### src/rtl/mr_booth_multiplier.sv
// -----------------------------------------------------------------------------
// mr_booth_multiplier
//
// Multi-cycle signed radix-2 Booth multiplier. One Booth iteration per clock.
// The 32-bit product is returned as a high half (mr_out, feeds the
// seven-segment display stage's MR input) and a low half (acc_out).
//
// Handshake: start is sampled only in IDLE. busy is high outside IDLE. done
// is a registered one-cycle pulse. Results hold until the next completion.
// With start accepted at edge E0, iterations run at E1..E16. done is high
// after E16. The block is back in IDLE after E17.
//
// Ports
//   clk      in   system clock, all state on rising edge
//   rst_n    in   asynchronous active-low reset
//   start    in   request a multiply (ignored unless IDLE)
//   a_in     in   WIDTH  multiplicand (ACC), two's complement
//   b_in     in   WIDTH  multiplier (MBR), two's complement
//   busy     out  high whenever state != IDLE
//   done     out  one-cycle pulse, results valid
//   acc_out  out  WIDTH  product[WIDTH-1:0]
//   mr_out   out  WIDTH  product[2*WIDTH-1:WIDTH]
//   ovf      out  only when MUL_OVF_FLAG_EN is defined. It is set when the
//                 product does not fit in WIDTH signed bits.
//
// Configuration
//   MUL_OVF_FLAG_EN  adds the registered ovf output.
//
// Only WIDTH = 16 is supported.
// -----------------------------------------------------------------------------
module mr_booth_multiplier #(
  parameter int WIDTH = 16
) (
  input  logic             clk,
  input  logic             rst_n,
  input  logic             start,
  input  logic [WIDTH-1:0] a_in,
  input  logic [WIDTH-1:0] b_in,
  output logic             busy,
  output logic             done,
  output logic [WIDTH-1:0] acc_out,
  output logic [WIDTH-1:0] mr_out
`ifdef MUL_OVF_FLAG_EN
  ,
  output logic             ovf
`endif
);

  localparam int CW = $clog2(WIDTH);
  localparam logic [CW-1:0] LAST_ITER = CW'(WIDTH - 1);

  typedef enum logic [1:0] {
    S_IDLE,
    S_RUN,
    S_DONE
  } state_t;

  state_t state;
  state_t state_next;

  // A and M carry one extra sign bit, so A +/- M cannot overflow.
  // This holds even for M = -2^(WIDTH-1).
  logic [WIDTH:0]   a_reg;
  logic [WIDTH:0]   m_reg;
  logic [WIDTH-1:0] q_reg;
  logic             q_m1;
  logic [CW-1:0]    count;

  logic [WIDTH:0]   addsub;
  logic [WIDTH:0]   a_next;
  logic [WIDTH-1:0] q_next;
  logic             accept;
  logic             last_iter;

  assign accept    = (state == S_IDLE) && start;
  assign last_iter = (state == S_RUN) && (count == LAST_ITER);
  assign busy      = (state != S_IDLE);

  // ---------------------------------------------------------------------------
  // State register
  // ---------------------------------------------------------------------------
  // NOTE: sequential state uses non-blocking (<=) so every register samples
  // pre-edge values; blocking here would create order-dependent races.
  always_ff @(posedge clk or negedge rst_n) begin
    if (!rst_n) begin
      state <= S_IDLE;
    end else begin
      state <= state_next;
    end
  end

  // ---------------------------------------------------------------------------
  // Next-state logic
  // ---------------------------------------------------------------------------
  // NOTE: assigning a default first means no path leaves state_next
  // unassigned, so no latch is inferred.
  always_comb begin
    state_next = state;
    unique case (state)
      S_IDLE: if (start)     state_next = S_RUN;
      S_RUN:  if (last_iter) state_next = S_DONE;
      S_DONE:                state_next = S_IDLE;
      default:               state_next = S_IDLE;
    endcase
  end

  // ---------------------------------------------------------------------------
  // One Booth step. The recoding pair {Q[0], Q-1} selects A-M, A+M or A.
  // Then {A,Q,Q-1} is shifted right arithmetically, replicating A's sign.
  // ---------------------------------------------------------------------------
  always_comb begin
    addsub = a_reg;
    case ({q_reg[0], q_m1})
      2'b10:   addsub = a_reg - m_reg;
      2'b01:   addsub = a_reg + m_reg;
      default: addsub = a_reg;
    endcase
    a_next = {addsub[WIDTH], addsub[WIDTH:1]};
    q_next = {addsub[0], q_reg[WIDTH-1:1]};
  end

  // ---------------------------------------------------------------------------
  // Datapath registers
  // ---------------------------------------------------------------------------
  always_ff @(posedge clk or negedge rst_n) begin
    if (!rst_n) begin
      a_reg <= '0;
      m_reg <= '0;
      q_reg <= '0;
      q_m1  <= 1'b0;
      count <= '0;
    end else if (accept) begin
      // Operands are captured only here. Later changes on a_in/b_in do not
      // disturb the operation in flight.
      a_reg <= '0;
      m_reg <= {a_in[WIDTH-1], a_in};
      q_reg <= b_in;
      q_m1  <= 1'b0;
      count <= '0;
    end else if (state == S_RUN) begin
      a_reg <= a_next;
      q_reg <= q_next;
      q_m1  <= q_reg[0];
      count <= count + 1'b1;
    end
  end

  // ---------------------------------------------------------------------------
  // Result registers. They update only on the final iteration and otherwise
  // hold the last completed product. The post-shift values are the product.
  // ---------------------------------------------------------------------------
  always_ff @(posedge clk or negedge rst_n) begin
    if (!rst_n) begin
      done    <= 1'b0;
      acc_out <= '0;
      mr_out  <= '0;
    end else begin
      done <= last_iter;
      if (last_iter) begin
        acc_out <= q_next;
        mr_out  <= a_next[WIDTH-1:0];
      end
    end
  end

`ifdef MUL_OVF_FLAG_EN
  // The product fits in WIDTH signed bits only when the high half is a pure
  // sign extension of the low half.
  always_ff @(posedge clk or negedge rst_n) begin
    if (!rst_n) begin
      ovf <= 1'b0;
    end else if (last_iter) begin
      ovf <= (a_next[WIDTH-1:0] != {WIDTH{q_next[WIDTH-1]}});
    end
  end
`endif

endmodule

### config.mk
export PLATFORM = sky130hd
export DESIGN_NAME = mr_booth_multiplier
export DESIGN_NICKNAME = d
export VERILOG_FILES = /design/src/rtl/mr_booth_multiplier.sv
export SDC_FILE = /design/constraint.sdc
export NUM_CORES = 1
export LEC_CHECK = 0
export ABC_AREA = 1
export ABC_CLOCK_PERIOD_IN_PS = 3200
export BUFFER_PORTS_ARGS = -buffer_cell sky130_fd_sc_hd__buf_2
export CAP_MARGIN = 0
export CORE_MARGIN = 2
export CORE_UTILIZATION = 60
export CTS_BUF_LIST = sky130_fd_sc_hd__clkbuf_4
export DETAILED_ROUTE_END_ITERATION = 7
export PLACE_DENSITY = 0.92
export SLEW_MARGIN = 15
export SYNTH_ARGS = -nofsm -noshare
export SYNTH_HDL_FRONTEND = slang
export SYNTH_SLANG_ARGS = --single-unit
### constraint.sdc
create_clock -name clk -period 3.2 [get_ports clk]
set_input_delay 0.16 -clock clk [delete_from_list [all_inputs] [get_ports clk]]
set_output_delay 0.16 -clock clk [all_outputs]
set_load 0.05 [all_outputs]
==> impl_results.html <==
<table>
<tr><th>Metric</th><th>Value</th></tr>
<tr><th colspan="2">Finish</th></tr>
<tr><td>Net total in the final layout</td><td>789</td></tr>
<tr><td>Layout Area Growth over Synthesis</td><td>16.61%</td></tr>
<tr><td>Fillers</td><td>623</td></tr>
<tr><td>Commonest non-fill, non-tap cells in the layout</td><td>210 x sky130_fd_sc_hd__nand2_1, 88 x sky130_fd_sc_hd__dfrtp_1, 67 x sky130_fd_sc_hd__inv_1, 67 x sky130_fd_sc_hd__buf_2, 45 x sky130_fd_sc_hd__nand3_1</td></tr>
<tr><td>Most common cell after layout, fill and taps aside</td><td>sky130_fd_sc_hd__nand2_1</td></tr>
<tr><td>Ant diodes</td><td>0</td></tr>
<tr><td>Share of post-route cells with drive strength above 1</td><td>0.1572</td></tr>
<tr><th colspan="2">Die</th></tr>
<tr><td>Area of the core</td><td>8134 µm²</td></tr>
<tr><td>Ports</td><td>69</td></tr>
<tr><td>DIE AREA</td><td>9069 µm²</td></tr>
<tr><td>Die Span X</td><td>95.23 µm</td></tr>
<tr><td>Initial core utilization</td><td>0.6139</td></tr>
<tr><td>Placement Rows</td><td>33</td></tr>
<tr><td>Die outline height</td><td>95.23 µm</td></tr>
<tr><th colspan="2">CTS</th></tr>
<tr><td>Setup repair bufs after CTS</td><td>0</td></tr>
<tr><td>Clk Latency, worst-skew pair</td><td>470 ps</td></tr>
<tr><td>Clock sinks</td><td>88</td></tr>
<tr><td>CTS tree</td><td>done</td></tr>
<tr><td>Inserted Clock Buffers</td><td>9</td></tr>
<tr><td>H-tree level count</td><td>3</td></tr>
<tr><td>Root Driver</td><td>sky130_fd_sc_hd__clkbuf_4</td></tr>
<tr><td>CTS Buffer Depth</td><td>2</td></tr>
<tr><td>Worst-path clk slew</td><td>170 ps</td></tr>
<tr><th colspan="2">Synth</th></tr>
<tr><td>Net count after synthesis</td><td>697</td></tr>
<tr><td>Dominant combinational cell family by area after synthesis</td><td>simple AND/OR/NAND/NOR gates</td></tr>
<tr><td>Area share of xor/xnor cells in the synthesized design</td><td>0.02280</td></tr>
<tr><td>Netlist area before placement</td><td>4994 µm²</td></tr>
<tr><td>Mapped Cells</td><td>641</td></tr>
<tr><td>Per-instance average area after synthesis</td><td>7.790 µm²</td></tr>
<tr><td>Portion of netlist area occupied by mux cells</td><td>0.002005</td></tr>
<tr><td>Synthesis Warnings</td><td>0</td></tr>
<tr><td>Most common flop cell mapped by yosys</td><td>sky130_fd_sc_hd__dfrtp_1</td></tr>
<tr><td>Number of flops mapped to enable cells by yosys</td><td>0</td></tr>
<tr><td>Fraction of registers with async set or reset after synthesis</td><td>1.000</td></tr>
<tr><td>Simple logic cell fraction of the synthesized area</td><td>0.2814</td></tr>
<tr><td>Share of synthesized cell area in full adder, half adder and majority cells</td><td>0.05412</td></tr>
<tr><td>Compound-cell area share of the yosys netlist</td><td>0.1165</td></tr>
<tr><td>Synth Register Bits</td><td>88</td></tr>
<tr><td>Portion of synthesized cell area occupied by the leading cell type</td><td>0.4410</td></tr>
<tr><td>Leading cell types by total area after synthesis</td><td>sky130_fd_sc_hd__dfrtp_1 44%, sky130_fd_sc_hd__nand2_1 16%, sky130_fd_sc_hd__inv_1 5.0%</td></tr>
<tr><td>Number of unique standard cell types used by synthesis</td><td>41</td></tr>
<tr><td>Largest area contributor in the synthesized netlist</td><td>sky130_fd_sc_hd__dfrtp_1</td></tr>
<tr><td>Portion of the post-synthesis area used by sequential elements</td><td>0.4410</td></tr>
<tr><th colspan="2">Global routing</th></tr>
<tr><td>Maximum number of pins on one net before global-route repair</td><td>89</td></tr>
<tr><td>All-layer global routing usage</td><td>0.3042</td></tr>
<tr><td>Grt met1 use</td><td>0.4199</td></tr>
<tr><td>Most Crowded Layer GR</td><td>met2</td></tr>
<tr><td>GRT Residual Overflow</td><td>0</td></tr>
<tr><td>Number of global-route vias before repair</td><td>4476</td></tr>
<tr><td>Wire length of the first global-routing pass</td><td>21320 µm</td></tr>
<tr><td>Met2 track demand over resource</td><td>0.4918</td></tr>
<tr><td>Initial antenna violation count</td><td>0</td></tr>
<tr><td>Met3 global-route usage</td><td>0.05217</td></tr>
<tr><th colspan="2">Drt</th></tr>
<tr><td>Final WL</td><td>12810 µm</td></tr>
<tr><td>ANT nets after route</td><td>0</td></tr>
<tr><td>Mean routed wirelength per cell</td><td>15.19 µm</td></tr>
<tr><td>Via density per instance</td><td>5.491</td></tr>
<tr><td>Detailed-route DRC error count</td><td>0</td></tr>
<tr><td>Number of DRC markers after the initial detailed-route iteration</td><td>360</td></tr>
<tr><td>DR pass1 iterations</td><td>5</td></tr>
<tr><td>Via Count</td><td>4629</td></tr>
<tr><th colspan="2">Critical path</th></tr>
<tr><td>Worst setup path startpoint</td><td>m_reg[0]</td></tr>
<tr><td>Critical path endpoint category</td><td>flop</td></tr>
<tr><td>Setup Crit Path Kind</td><td>reg -&gt; reg</td></tr>
<tr><td>Critical Path Source Type</td><td>flop</td></tr>
<tr><td>Arrival time at the worst endpoint</td><td>3270 ps</td></tr>
<tr><td>Length in cells of the worst reg-to-reg path</td><td>22</td></tr>
<tr><td>Capturing instance or port of the critical path</td><td>a_reg[15]</td></tr>
<tr><td>Highest fanout seen on the critical path</td><td>6</td></tr>
<tr><td>Source of the worst register-to-register timing path</td><td>m_reg[0]</td></tr>
<tr><td>Endpoint of the worst-slack reg-to-reg timing path</td><td>a_reg[15]</td></tr>
<tr><td>Required arrival time at the worst endpoint</td><td>3560 ps</td></tr>
<tr><td>Slack of the worst reg-to-reg path</td><td>290 ps</td></tr>
<tr><th colspan="2">STA</th></tr>
<tr><td>Total Neg Setup Slack</td><td>0 ps</td></tr>
<tr><td>Final min period</td><td>2912 ps</td></tr>
<tr><td>Relative max-transition margin</td><td>0.4253</td></tr>
<tr><td>Final count of pins violating max slew</td><td>0</td></tr>
<tr><td>Count of final setup violators</td><td>0</td></tr>
<tr><td>Unrepaired setup endpoints after global routing</td><td>false</td></tr>
<tr><td>Number of endpoints with negative hold slack in the final report</td><td>0</td></tr>
<tr><td>Max Freq</td><td>0.3434 GHz</td></tr>
<tr><td>Fraction of the cycle the final worst path needs</td><td>0.9101</td></tr>
<tr><td>Transition time at the pin with the least slew margin</td><td>860.9 ps</td></tr>
<tr><td>Final worst clock skew</td><td>17.35 ps</td></tr>
<tr><th colspan="2">Worst hold path</th></tr>
<tr><td>Worst hold path class</td><td>in -&gt; reg</td></tr>
<tr><td>Cells on Worst Hold Path</td><td>3</td></tr>
<tr><th colspan="2">Status</th></tr>
<tr><td>Outcome</td><td>completed</td></tr>
<tr><th colspan="2">Placement</th></tr>
<tr><td>Post-detail-place hpwl</td><td>8588 µm</td></tr>
<tr><td>Gp weighted congestion</td><td>0.9184</td></tr>
<tr><td>Number of I/O port buffers</td><td>68</td></tr>
<tr><th colspan="2">Run</th></tr>
<tr><td>Max-Cap Viols</td><td>0</td></tr>
</table>
-- cells by family (layout without fill, tap and decap cells) --
group,after synthesis,after routing
compound gates,98,98
xor+xnor,13,13
fa+ha+maj,21,21
buf+inv,93,190
flops,88,88
mux,1,1
simple gates,327,327
-- through the flow --
step | hold slack (ps) | setup WS [ps] | utilization | std cells | instance area (µm²)
finish | 68.28 | 287.5 | 0.7159 | 843 | 5823
global route | 52.38 | 32.45 | 0.7159 | 843 | 5823
CTS | 56.91 | 282.1 | 0.7137 | 843 | 5806
detailed placement | 356.3 | 331.8 | 0.6573 | 795 | 5346
global placement | 353.6 | 321.8 | 0.6573 | 795 | 5346
floorplan | -135.6 | 667.3 | - | 641 | 4994
-- area by class of cell --
cell class	instances	area [µm²]	area share
multi-input cells	460	2395	0.4113
repair buffers	103	689.4	0.1184
well taps	105	131.4	0.02256
inverters	71	266.5	0.04577
flip-flops and latches	88	2202	0.3782
clock buffers	9	67.56	0.01160
clock inverters	7	71.32	0.01225
-- synthesized netlist by cell type, types with 5 or more instances --
| cell | number |
|---|---|
| sky130_fd_sc_hd__nand2_1 | 210 |
| sky130_fd_sc_hd__dfrtp_1 | 88 |
| sky130_fd_sc_hd__inv_1 | 67 |
| sky130_fd_sc_hd__nand3_1 | 45 |
| sky130_fd_sc_hd__nor2_1 | 40 |
| sky130_fd_sc_hd__o21ai_0 | 25 |
| sky130_fd_sc_hd__o21ai_1 | 21 |
| sky130_fd_sc_hd__ha_1 | 20 |
| sky130_fd_sc_hd__a21oi_1 | 17 |
| sky130_fd_sc_hd__xor2_1 | 9 |
| sky130_fd_sc_hd__buf_2 | 8 |
| sky130_fd_sc_hd__nand2_2 | 8 |
| sky130_fd_sc_hd__o211ai_1 | 7 |
| sky130_fd_sc_hd__o221ai_1 | 7 |
| sky130_fd_sc_hd__clkbuf_1 | 6 |
| sky130_fd_sc_hd__a21o_1 | 5 |
| sky130_fd_sc_hd__nand4_1 | 5 |
| sky130_fd_sc_hd__o22ai_1 | 5 |
-- metal layers --
metal | vias to the layer above | routed length [µm]
met4 | 0 | 227
met3 | 25 | 893
met2 | 180 | 6142
met1 | 2167 | 5543
met5 | - | 0
li1 | 2257 | -
-- how the worst min path moves through the flow --
| stage | startpoint | to | slack, ps |
|---|---|---|---|
| 4_1_cts | b_in[0] | q_reg[0] | 60 |
| 3_3_place_gp | a_in[5] | m_reg[5] | 350 |
| 5_1_grt | start | state[0] | 50 |
| 2_1_floorplan | rst_n | a_reg[0] | -140 |
| 6_report | start | state[0] | 70 |
| 3_5_place_dp | a_in[6] | m_reg[6] | 360 |
-- repair_timing --
action,CTS,global route
gates resized for setup,0,3
hold endpoints to repair,119,0
hold buffers,32,0
endpoints found under the setup margin,0,2
-- critical path, stage by stage, from the launching register on --
cell	delay (ps)
sky130_fd_sc_hd__dfrtp_1	420
sky130_fd_sc_hd__inv_1	150
sky130_fd_sc_hd__ha_1	230
sky130_fd_sc_hd__nand2_2	100
sky130_fd_sc_hd__nor2_4	150
sky130_fd_sc_hd__nand2_1	80
sky130_fd_sc_hd__o21ai_0	200
sky130_fd_sc_hd__xnor2_1	210
sky130_fd_sc_hd__ha_1	350
sky130_fd_sc_hd__nand2_1	110
sky130_fd_sc_hd__inv_1	40
sky130_fd_sc_hd__nand2_1	60
sky130_fd_sc_hd__nand2_1	40
sky130_fd_sc_hd__inv_1	50
sky130_fd_sc_hd__nand2_1	70
sky130_fd_sc_hd__inv_1	50
sky130_fd_sc_hd__nand2_1	50
sky130_fd_sc_hd__nand2_1	70
sky130_fd_sc_hd__nand3_1	80
sky130_fd_sc_hd__nand2_1	100
sky130_fd_sc_hd__nand2_1	70
sky130_fd_sc_hd__nand2_1	60
sky130_fd_sc_hd__nand2_1	60
Power is left out: the tool's default activity adds up to more than one toggle a clock period on the data nets, which glitch-free logic cannot reach.
